**src/rtl/store_buffer_if.sv**
```systemverilog
// store_buffer_if: handshake and bus bundle between MEM/control/dcache and the store buffer.
// Signals:
//   put_enable/put_addr/put_data/put_size  committed store from MEM
//   get_enable                              drain request for the head entry
//   dcache_wr_ready                         dcache accepts the presented write
//   dcache_wr_valid/addr/data/be            head entry presented to dcache
//   snoop_addr/snoop_size                   load probe from MEM
//   full/empty                              occupancy flags
//   snoop_hit/snoop_line_conflict/snoop_data snoop results for control
// Modports: master drives stores, drains and snoops; slave is the store buffer.
interface store_buffer_if;
    logic        put_enable;
    logic [31:0] put_addr;
    logic [31:0] put_data;
    logic [1:0]  put_size;
    logic        get_enable;
    logic        dcache_wr_ready;
    logic        dcache_wr_valid;
    logic [31:0] dcache_wr_addr;
    logic [31:0] dcache_wr_data;
    logic [3:0]  dcache_wr_be;
    logic [31:0] snoop_addr;
    logic [1:0]  snoop_size;
    logic        full;
    logic        empty;
    logic        snoop_hit;
    logic        snoop_line_conflict;
    logic [31:0] snoop_data;

    modport master (
        output put_enable, put_addr, put_data, put_size, get_enable, dcache_wr_ready,
        output snoop_addr, snoop_size,
        input  dcache_wr_valid, dcache_wr_addr, dcache_wr_data, dcache_wr_be,
        input  full, empty, snoop_hit, snoop_line_conflict, snoop_data
    );

    modport slave (
        input  put_enable, put_addr, put_data, put_size, get_enable, dcache_wr_ready,
        input  snoop_addr, snoop_size,
        output dcache_wr_valid, dcache_wr_addr, dcache_wr_data, dcache_wr_be,
        output full, empty, snoop_hit, snoop_line_conflict, snoop_data
    );
endinterface

```
**src/rtl/store_buffer.sv**
```systemverilog
// store_buffer: post-commit FIFO of stores between MEM and the dcache write port, with load snoop.
// Ports:
//   clk      clock
//   reset_n  asynchronous active-low reset; discards all pending entries
//   sb       store_buffer_if.slave: store put, head drain to dcache, load snoop, full/empty
// Parameters: DEPTH (entries, power of two >= 2), LINE_BYTES (dcache line, power of two >= 4).
// Option: define STORE_BUFFER_SNOOP_FWD_EN to enable store-to-load forwarding; when undefined,
//   snoop_hit/snoop_data stay 0 and any same-line entry raises snoop_line_conflict.
module store_buffer #(
    parameter int DEPTH      = 4,
    parameter int LINE_BYTES = 16
) (
    input logic           clk,
    input logic           reset_n,
    store_buffer_if.slave sb
);
    localparam int PW = $clog2(DEPTH);
    localparam int LW = $clog2(LINE_BYTES);

    function automatic logic [3:0] lane_be(input logic [1:0] a, input logic [1:0] s);
        return s == 2'd0 ? 4'b0001 << a : s == 2'd1 ? 4'b0011 << {a[1], 1'b0} : 4'hF;
    endfunction

    function automatic logic [31:0] lane_data(input logic [31:0] d, input logic [1:0] s);
        return s == 2'd0 ? {4{d[7:0]}} : s == 2'd1 ? {2{d[15:0]}} : d;
    endfunction

    logic [DEPTH-1:0] vld;
    logic [29:0]      wa_q   [DEPTH];
    logic [31:0]      data_q [DEPTH];
    logic [3:0]       be_q   [DEPTH];
    logic [PW-1:0]    head;
    logic [PW-1:0]    tail;
    logic [PW:0]      count;
    logic             do_put;
    logic             do_pop;
    logic             line_any;
    logic             hit;

    assign sb.full            = count == (PW+1)'(DEPTH);
    assign sb.empty           = count == '0;
    assign sb.dcache_wr_valid = sb.get_enable && !sb.empty;
    assign sb.dcache_wr_addr  = {wa_q[head], 2'b00};
    assign sb.dcache_wr_data  = data_q[head];
    assign sb.dcache_wr_be    = be_q[head];

    // full is the pre-edge flag, so a put while full is dropped even if the head pops.
    assign do_put = sb.put_enable && !sb.full;
    assign do_pop = sb.dcache_wr_valid && sb.dcache_wr_ready;

    always_ff @(posedge clk or negedge reset_n) begin
        if (!reset_n) begin
            vld   <= '0;
            head  <= '0;
            tail  <= '0;
            count <= '0;
        end else begin
            if (do_put) vld[tail] <= 1'b1;
            if (do_pop) vld[head] <= 1'b0;
            tail  <= tail + PW'(do_put);
            head  <= head + PW'(do_pop);
            count <= count + (PW+1)'(do_put) - (PW+1)'(do_pop);
        end
    end

    // Payload needs no reset: it is only observed through the valid bits and count.
    always_ff @(posedge clk) begin
        if (do_put) begin
            wa_q[tail]   <= sb.put_addr[31:2];
            data_q[tail] <= lane_data(sb.put_data, sb.put_size);
            be_q[tail]   <= lane_be(sb.put_addr[1:0], sb.put_size);
        end
    end

    // Line membership does not depend on age, so every slot is checked directly.
    always_comb begin
        line_any = 1'b0;
        for (int i = 0; i < DEPTH; i++)
            if (vld[i] && wa_q[i][29:LW-2] == sb.snoop_addr[31:LW]) line_any = 1'b1;
    end

`ifdef STORE_BUFFER_SNOOP_FWD_EN
    logic [3:0]    load_be;
    logic [PW-1:0] pos;
    logic [PW-1:0] sel;
    logic          match;

    // Walk oldest to youngest; the last word match left in sel is the youngest.
    always_comb begin
        load_be = lane_be(sb.snoop_addr[1:0], sb.snoop_size);
        match   = 1'b0;
        pos     = head;
        sel     = head;
        for (int i = 0; i < DEPTH; i++) begin
            pos = head + PW'(i);
            if (vld[pos] && wa_q[pos] == sb.snoop_addr[31:2]) begin
                match = 1'b1;
                sel   = pos;
            end
        end
        hit = match && ((be_q[sel] & load_be) == load_be);
    end

    assign sb.snoop_data = hit ? data_q[sel] : '0;
`else
    logic unused_snoop_bits;

    assign unused_snoop_bits = ^{sb.snoop_size, sb.snoop_addr[1:0]};
    assign hit               = 1'b0;
    assign sb.snoop_data     = '0;
`endif

    assign sb.snoop_hit           = hit;
    assign sb.snoop_line_conflict = line_any && !hit;
endmodule

```
**src/flat_wrapper.sv**
```systemverilog
// flat-port wrapper written by rule: the top's interface ports become plain ports
module store_buffer_flat 
#(
    parameter int DEPTH      = 4,
    parameter int LINE_BYTES = 16
)
  (clk, reset_n, sb_put_enable, sb_put_addr, sb_put_data, sb_put_size, sb_get_enable, sb_dcache_wr_ready, sb_snoop_addr, sb_snoop_size, sb_dcache_wr_valid, sb_dcache_wr_addr, sb_dcache_wr_data, sb_dcache_wr_be, sb_full, sb_empty, sb_snoop_hit, sb_snoop_line_conflict, sb_snoop_data);
  store_buffer_if sb_i ();
  input logic clk;
  input logic reset_n;
  input wire logic [$bits(sb_i.put_enable)-1:0] sb_put_enable;
  input wire logic [$bits(sb_i.put_addr)-1:0] sb_put_addr;
  input wire logic [$bits(sb_i.put_data)-1:0] sb_put_data;
  input wire logic [$bits(sb_i.put_size)-1:0] sb_put_size;
  input wire logic [$bits(sb_i.get_enable)-1:0] sb_get_enable;
  input wire logic [$bits(sb_i.dcache_wr_ready)-1:0] sb_dcache_wr_ready;
  input wire logic [$bits(sb_i.snoop_addr)-1:0] sb_snoop_addr;
  input wire logic [$bits(sb_i.snoop_size)-1:0] sb_snoop_size;
  output wire logic [$bits(sb_i.dcache_wr_valid)-1:0] sb_dcache_wr_valid;
  output wire logic [$bits(sb_i.dcache_wr_addr)-1:0] sb_dcache_wr_addr;
  output wire logic [$bits(sb_i.dcache_wr_data)-1:0] sb_dcache_wr_data;
  output wire logic [$bits(sb_i.dcache_wr_be)-1:0] sb_dcache_wr_be;
  output wire logic [$bits(sb_i.full)-1:0] sb_full;
  output wire logic [$bits(sb_i.empty)-1:0] sb_empty;
  output wire logic [$bits(sb_i.snoop_hit)-1:0] sb_snoop_hit;
  output wire logic [$bits(sb_i.snoop_line_conflict)-1:0] sb_snoop_line_conflict;
  output wire logic [$bits(sb_i.snoop_data)-1:0] sb_snoop_data;
  assign sb_i.put_enable = sb_put_enable;
  assign sb_i.put_addr = sb_put_addr;
  assign sb_i.put_data = sb_put_data;
  assign sb_i.put_size = sb_put_size;
  assign sb_i.get_enable = sb_get_enable;
  assign sb_i.dcache_wr_ready = sb_dcache_wr_ready;
  assign sb_i.snoop_addr = sb_snoop_addr;
  assign sb_i.snoop_size = sb_snoop_size;
  assign sb_dcache_wr_valid = sb_i.dcache_wr_valid;
  assign sb_dcache_wr_addr = sb_i.dcache_wr_addr;
  assign sb_dcache_wr_data = sb_i.dcache_wr_data;
  assign sb_dcache_wr_be = sb_i.dcache_wr_be;
  assign sb_full = sb_i.full;
  assign sb_empty = sb_i.empty;
  assign sb_snoop_hit = sb_i.snoop_hit;
  assign sb_snoop_line_conflict = sb_i.snoop_line_conflict;
  assign sb_snoop_data = sb_i.snoop_data;
  store_buffer #(.DEPTH(DEPTH), .LINE_BYTES(LINE_BYTES)) u_core (.clk(clk), .reset_n(reset_n), .sb(sb_i));
endmodule
```
**config.mk**
```make
export PLATFORM = sky130hd
export DESIGN_NAME = store_buffer_flat
export DESIGN_NICKNAME = d
export VERILOG_FILES = /design/src/rtl/store_buffer_if.sv /design/src/rtl/store_buffer.sv /design/src/flat_wrapper.sv
export SDC_FILE = /design/constraint.sdc
export NUM_CORES = 1
export LEC_CHECK = 0
export CAP_MARGIN = 10
export CORE_ASPECT_RATIO = 0.5
export CORE_MARGIN = 2
export CORE_UTILIZATION = 38
export CTS_CLUSTER_DIAMETER = 50
export DETAILED_ROUTE_END_ITERATION = 10
export PLACE_DENSITY_LB_ADDON = 0.1
export REMOVE_ABC_BUFFERS = 1
export SYNTH_ARGS = -nofsm -noshare
export SYNTH_HDL_FRONTEND = slang
export SYNTH_SLANG_ARGS = --single-unit
```
**constraint.sdc**
```tcl
create_clock -name clk -period 5.8 [get_ports clk]
set_input_delay 1.74 -clock clk [delete_from_list [all_inputs] [get_ports clk]]
set_output_delay 1.74 -clock clk [all_outputs]
set_load 0.05 [all_outputs]
```
* After elaboration in Yosys (flattened, before gate mapping)
Memory sizes are Yosys's and may differ from the RTL's.
Index checks and enable logic that the tools add are counted.
** Cells by class
- Reductions and logical operators :: 13
- Muxes and demuxes :: 16
- Order comparisons :: 4
- Bitwise operators :: 3
- Add/subtract/negate cells :: 4
- Shift operators :: 2
- Equality and inequality tests :: 6
** Operators by type and width (count)
- 28-bit equality test :: 4
- 32-bit two-way mux :: 2
- 4-bit two-way mux :: 4
- 1-bit logical AND :: 9
- 1-bit two-way mux :: 8
- 2-bit by 3-bit < comparator with 1-bit output, second input constant :: 2
- 2-bit by 1-bit adder with 2-bit output :: 2
- 4-bit AND :: 1
- 1-bit demux with 2-bit select :: 2
- 2-bit by 1-bit >= comparator with 1-bit output, second input constant :: 2
- 4-bit inverter :: 1
- 4-bit OR :: 1
- 1-bit by 2-bit left shift with 4-bit output, first input constant :: 1
- 2-bit by 2-bit left shift with 4-bit output, first input constant :: 1
- 3-bit by 1-bit adder with 3-bit output :: 1
- 3-bit equality test, second input constant :: 1
- 3-bit zero test :: 1
- 3-bit by 1-bit subtractor with 3-bit output :: 1
- 2-bit by 1-bit equality test with 1-bit output, second input constant :: 1
- 1-bit zero test :: 2
- 2-bit zero test :: 1
** Word-level totals
- Word-level logic and storage cells :: 55
- Register bits after elaboration :: 11
- Bits of input ports :: 105
- Memories kept :: 3
- Output and inout port bits :: 105
- RAM bits :: 264
** Memories
- u_core.data_q :: depth 4, width 32, read ports 1, clocked after memory_dff 0, write ports 1, line store_buffer.sv:30 : logic [31:0] data_q [DEPTH];
- u_core.wa_q :: depth 4, width 30, read ports 5, clocked after memory_dff 0, write ports 1, line store_buffer.sv:29 : logic [29:0] wa_q [DEPTH];
- u_core.be_q :: depth 4, width 4, read ports 1, clocked after memory_dff 0, write ports 1, line store_buffer.sv:31 : logic [3:0] be_q [DEPTH];

* Longest topological paths before layout
Gate-level depths: netlist of the first run.
- Depth in word-level cells :: 8
- Mapped depth :: 11
- Gate-level depth less buffers :: 11

* Worst setup path after synthesis of the first run
No wires, ideal clock.
- Path type :: input port to flip-flop
- Start point :: input port sb_put_enable
- End point :: memory u_core.be_q[2][0] (enable)
- Path buffers :: 0
- Required time :: 5.308 ns
- Setup slack :: 0.544 ns
- Stages :: 3
- Setup time :: 0.492 ns
- Data arrival time :: 4.763 ns
- Cell sequence :: nor2b_4 > nand2_1 > nor2_1
** On the way
- Word-level cells in the longest chain between the ends :: 3
** RTL lines
- start: declaration :: line flat_wrapper.sv:11 : input wire logic [$bits(sb_i.put_enable)-1:0] sb_put_enable;
- 1-bit logical AND :: line store_buffer.sv:48 : assign do_put = sb.put_enable && !sb.full;
- 1-bit two-way mux :: line store_buffer.sv:68 : if (do_put) begin
- 1-bit two-way mux (implied by the code) :: line store_buffer.sv:71 : be_q[tail] <= lane_be(sb.put_addr[1:0], sb.put_size);
- end: declaration :: line store_buffer.sv:31
No other way between the ends.

* Final worst setup path of the first run
- Start point :: input port sb_snoop_addr[7]
- End point :: output port sb_snoop_line_conflict
** On the way
- Word-level cells in the longest chain between the ends :: 6
- Elaborated cells between the ends (all ways) :: 12
- Those cells by class :: 4 x eq/ne; 4 x mux; 4 x reduce/logical
** RTL lines
- start: declaration :: line flat_wrapper.sv:17 : input wire logic [$bits(sb_i.snoop_addr)-1:0] sb_snoop_addr;
- 28-bit equality test :: line store_buffer.sv:79 : if (vld[i] && wa_q[i][29:LW-2] == sb.snoop_addr[31:LW]) line_any = 1'b1;
- 1-bit logical AND :: line store_buffer.sv:79
- 1-bit two-way mux (3 in series) :: line store_buffer.sv:79
- 1-bit two-way mux (*) :: line store_buffer.sv:79
- end: declaration :: line flat_wrapper.sv:26 : output wire logic [$bits(sb_i.snoop_line_conflict)-1:0] sb_snoop_line_conflict;
Every way passes the cells marked *; elsewhere a longest branch is shown, timed or not.

==> reports/results.ini, run 1 <==
[outcome]
status=complete, no violations

[pwr]
pwr-share-seq_pct=36.9
pwr-share-comb_pct=41.5
p_per_area_mw_per_mm2=531.7
leakage_nw=4.901
total_power_mw=7.974
cell_internal_pwr_mw=4.887
p_clk_share_pct=21.6
p_sw_share_pct=38.71
net-switching-power_mw=3.087
peakVddDrop_v=0.0002822

[sta]
slew_viol_final=0
slew_headroom_pct=38.81
totalNegativeSetupSlack_ns=0
min_period_ns=5.470
rsz0062_at_grt=no
postLayoutSetupSlackWorst_ns=0.3301
finalSetupViolations=0
fmax_ghz=0.1828
fin_skew_ns=0.01233
hold_violations=0
fin_crit_sh_pct=94.31
worstMarginPinSlew_ns=0.9178

[routing]
first_pass_iters=4
viasPerCell=4.897
routedWlPerCell_um=22.40
totalWireLength_um=28470
drcViolationCount=0
num_vias=6224
drt_iter0_drc=360
antenna_left=0

[yosys]
yosysWarnings=0
synth_async_sr_flop_share_pct=4.000
synth_mux_area_share_pct=14.41
synth_cell_types=38
synth-edff-count=264
synth.largest_area_cell=edfxtp_1
synth_top_cell_area_share_pct=65.41
synth-seq-cells=275
synth_top_family_by_area=multiplexers
avgSynthCellArea_sq_um=18.88
syn-cell-area_sq_mm=0.01212
synthSimpleGateAreaFrac_pct=3.335
synth_flop_cell=edfxtp_1
synthCells=642
synth-xor-area-share_pct=8.631
synth-compound-area-share_pct=0.8363
yosys.area_share.adder_pct=0.5782
ys_seq_area_share_pct=67.69
synth_area_leaders=edfxtp_1 65%, mux4_2 12%, xnor2_1 4.8%, xor2_1 3.3%, dfrtp_1 2.3%

[clock_network]
cts_buffer_depth=3
clock-sinks=275
root_buffer=clkbuf_16
clk_pin_slew_ns=0.06
htree_levels=1
cts_resized=0
cts_tree=done
cts.hold.buffers_added=0
post-cts-setup-buffer-count=0
insertion_delay_ns=0.54
cts_made_buffers=27

[worst_setup_path]
path_class=input port to output pin
crit_fanout=4
cp.required_ns=4.06
crit_path_start_kind=input port
end_kind=output pin
cp.arrival_ns=3.73

[floorplan]
dieArea_sq_mm=0.03342
rows=46
dieHeight_um=130.3
initial_core_util_pct=38.42
ioPinCount=210
fp.coreArea_sq_mm=0.03154
dieWidth_um=256.6

[worst_hold_path]
hold_path_class=register to register

[layout]
final_net_count=928
fin_cells=1271
antenna_cells=0
postLayoutCoreUtil_pct=47.55
areaGrowthSynthToFinish_pct=23.76
fill_cells=2709
drive_gt1_share_pct=18.00

[placement]
place_ws_ns=0.3403
gp_congestion=0.7707
port_buffers=168
hpwl_um=18360
dp_cells=1221

[grt]
grt_pass1_vias=6635
grt_pass1_wl_um=42000
grt_start_max_net_pins=68
antenna_found_initial=0
grt_usage_pct=17.15
gr-total-overflow=0

[run]
maxCapViolCount=0

==> cell type report <==
class	count	area [sq um]	area share, %
Sequential cell	275	8210	54.74
Timing Repair Buffer	180	1844	12.30
Multi-Input combinational cell	328	3517	23.45
Tap cell	432	540.5	3.604
Clock inverter	15	137.6	0.9177
Inverter	6	22.52	0.1502
Clock buffer	35	725.7	4.839
==> cells in the mapped netlist (2+ instances only) <==
cell type	count
nand4_1	21
mux2_2	16
buf_2	12
nand2_1	15
dfrtp_1	11
o21bai_1	2
a21o_1	2
clkbuf_1	3
ha_1	4
edfxtp_1	264
buf_4	36
mux2i_1	8
o21ai_0	8
nor2_1	4
nor4_1	16
mux4_2	66
xor2_1	46
xnor2_1	66
buf_6	16
inv_1	5
xnor2_2	4
==> through the flow <==
step	area [sq um]	hold WS, ns
after floorplan	11730	0.4599
after global placement	14130	0.4814
after detailed placement	14130	0.4855
after CTS	15000	0.5050
after global routing	15000	0.5381
final	15000	0.4973
==> worst paths after layout <==
| path | to | startpoint | slack [ns] | depth (start not counted) |
|---|---|---|---|---|
| worst max register to register | u_core.count[2] | u_core.count[1] | 3.51 | 11 |
| worst min register to register | u_core.vld[2] | u_core.vld[2] | 0.50 | 1 |
| max in group asynchronous | u_core.head[0] | reset_n | 3.82 | 1 |
| min in group asynchronous | u_core.vld[1] | reset_n | 1.56 | 1 |
| worst min-delay path | u_core.vld[2] | u_core.vld[2] | 0.50 | 1 |
| worst max-delay path | sb_snoop_line_conflict | sb_snoop_addr[7] | 0.33 | 7 |
==> cell families after synthesis <==
kind of cell               Yosys count
xor gates and xnor gates           116
and+or+nand+nor                     66
muxes                               90
AOI/OAI and AO/OA                   16
other                                1
adders and majority gates            5
buffers and inverters               73
DFF                                275
==> registers in the layout (all words and copies together) (netlist names) <==
| signal | count |
|---|---|
| u_core.tail | 2 |
| u_core.head | 2 |
| u_core.vld | 4 |
| u_core.count | 3 |
| u_core.data_q | 128 |
| u_core.be_q | 16 |
| u_core.wa_q | 120 |
==> cells in the final DEF, fill, tap and decap left out, types with 2 or more instances in the layout <==
cell,synthesis,final
buf_12,0,6
bufinv_16,0,2
ha_1,4,4
mux2_2,16,16
inv_1,5,5
nor4_1,16,16
nand2_1,15,15
clkbuf_16,0,27
dfrtp_4,0,2
conb_1,1,35
mux4_2,66,66
xor2_1,46,46
nor2_1,4,3
nor3b_4,1,2
a21o_1,2,2
buf_4,36,7
xnor2_2,4,4
clkdlybuf4s50_1,0,167
xnor2_1,66,66
clkbuf_8,0,2
clkinv_1,0,4
clkinvlp_4,0,4
clkinv_2,0,3
clkbuf_1,3,6
dfrtp_1,11,9
edfxtp_1,264,264
o21bai_1,2,2
mux2i_1,8,8
o21ai_0,8,8
nand4_1,21,21
==> power groups by stage <==
stage	Sequential, mW	Clock [mW]	Combinational (mW)
CTS	2.95	1.77	3.38
global route	2.99	1.85	3.48
global placement	2.98	0	3.37
detailed placement	2.99	0	3.36
finish	2.94	1.73	3.31
floorplan	2.99	0	2.19
==> critical path, stage by stage <==
cell,delay [ns]
clkdlybuf4s50_1,0.61
xnor2_1,0.19
nand4_1,0.25
nor4_1,0.41
nand4_1,0.15
nand4_1,0.21
buf_12,0.17
==> metal layers <==
| metal | GRT usage, % | vias to the layer above | wire (um) |
|---|---|---|---|
| met1 | 22.85 | 3241 | 12340 |
| met5 | 0 | - | 0 |
| li1 | - | 2806 | - |
| met3 | 3.302 | 27 | 1393 |
| met2 | 30.16 | 150 | 14410 |
| met4 | 2.565 | 0 | 324 |
(Power assumes the default switching activity.)
==> run 2: changes to the inputs <==
- CAP_MARGIN: 10 -> default
==> results of run 2 <==
The final DEF is identical to that of run 1; final timing and power are the same.
==> run 3: changes to the inputs <==
- CTS_CLUSTER_SIZE: default -> 8
==> reports/results.ini, run 3 (synthesized netlist as in run 1, its figures left out) <==
[sta]
finalSetupViolations=0
fin_crit_sh_pct=94.20
hold_violations=0
totalNegativeSetupSlack_ns=0
fin_skew_ns=0.01113
fmax_ghz=0.1830
rsz0062_at_grt=no
worstMarginPinSlew_ns=0.9069
slew_headroom_pct=39.54
slew_viol_final=0
min_period_ns=5.463

[grt]
grt_usage_pct=17.28
gr-total-overflow=0
grt_pass1_wl_um=42030
antenna_found_initial=0
grt_pass1_vias=6710
grt_start_max_net_pins=68

[routing]
drt_iter0_drc=364
viasPerCell=4.903
top_layer_used=met4
totalWireLength_um=28340
drcViolationCount=0
wl_met3_um=1231
wl_met1_um=12350
met2WireLength_um=14270
num_vias=6236
routedWlPerCell_um=22.28
antenna_left=0
first_pass_iters=4

[clock_network]
root_buffer=clkbuf_16
cts.hold.buffers_added=0
cts_made_buffers=40
cts_buffer_depth=3
post-cts-setup-buffer-count=0
clock-sinks=275
insertion_delay_ns=0.53
clk_pin_slew_ns=0.05
cts_tree=done
cts_resized=0
htree_levels=2

[pwr]
p_per_area_mw_per_mm2=544.7
peakVddDrop_v=0.0002588
total_power_mw=8.290
leakage_nw=5.013

[floorplan]
dieArea_sq_mm=0.03342
ioPinCount=210
initial_core_util_pct=38.42
dieHeight_um=130.3
dieWidth_um=256.6
fp.coreArea_sq_mm=0.03154
rows=46

[worst_hold_path]
hold_path_class=register to register

[layout]
largest_reg_flops=128
mostFrequentLayoutCells=264 x edfxtp_1, 167 x clkdlybuf4s50_1, 66 x mux4_2, 66 x xnor2_1, 46 x xor2_1
largest-register=u_core.data_q
design_area_sq_mm=0.01522
final_net_count=941
areaGrowthSynthToFinish_pct=25.57
final_common_cell=edfxtp_1
largestRegisters=u_core.data_q (128), u_core.wa_q (120), u_core.be_q (16)
drive_gt1_share_pct=18.45
antenna_cells=0
fill_cells=2693

[placement]
port_buffers=168
place_area_sq_mm=0.01413
gp_congestion=0.7707
hpwl_um=18360

[worst_setup_path]
crit_path_start_kind=input port
cp.required_ns=4.06
crit_fanout=4
cp.arrival_ns=3.72
path_class=input port to output pin
end_kind=output pin

[run]
maxCapViolCount=0

[outcome]
status=complete, no violations

[run 3: cell count changes in the layout (fill, tap and decap cells not counted), sizes merged]
cell | before | now
clkbuf | 35 | 47
clkinv | 8 | 3
clkinvlp | 4 | 1
bufinv | 2 | 0
inv | 7 | 6
[run 3: per-stage QoR]
step,worst slack [ns],std cells,hold WS [ns],utilization (%)
global route,0.2050,1272,0.5340,48.25
finish,0.3366,1272,0.4990,48.25
global placement,0.3125,1221,0.4814,44.82
floorplan,0.5345,609,0.4599,-
CTS,0.3195,1272,0.5023,48.25
detailed placement,0.3403,1221,0.4855,44.82
[run 3: final timing paths]
path                             startpoint                endpoint  slack [ns]  cells past startpoint
setup / recovery           sb_snoop_addr[7]  sb_snoop_line_conflict        0.34                      7
hold / removal                u_core.vld[3]           u_core.vld[3]        0.50                      1
setup reg to reg            u_core.count[1]         u_core.count[2]        3.50                     11
hold reg to reg               u_core.vld[3]           u_core.vld[3]        0.50                      1
max in group asynchronous           reset_n          u_core.head[1]        3.82                      1
min in group asynchronous           reset_n          u_core.tail[1]        1.57                      1
[run 3: final cells by class]
type                       count  area [sq um]  share of cell area [%]
sequential                   275          8210                   53.95
multi-input combinational    328          3517                   23.11
timing repair buffer         180          1844                   12.12
clock buffer                  47          1027                   6.750
tap                          432         540.5                   3.552
clock inverter                 4         56.30                  0.3700
inverter                       6         22.52                  0.1480
[run 3: routing by layer]
metal / GRT usage (%) / vias up
met5: 0 / -
met3: 3.535 / 35
li1: - / 2820
met4: 4.070 / 0
met2: 30.11 / 145
met1: 22.56 / 3236
[run 3: power by group]
| group | internal [mW] | switching (mW) |
|---|---|---|
| clock network | 1.24 | 0.805 |
| logic | 1.27 | 2.04 |
| registers | 2.65 | 0.293 |
[run 3: worst max-delay path, stage by stage]
cell             delay, ns
clkdlybuf4s50_1       0.61
xnor2_1               0.18
nand4_1               0.26
nor4_1                0.39
nand4_1               0.15
nand4_1               0.21
buf_12                0.17
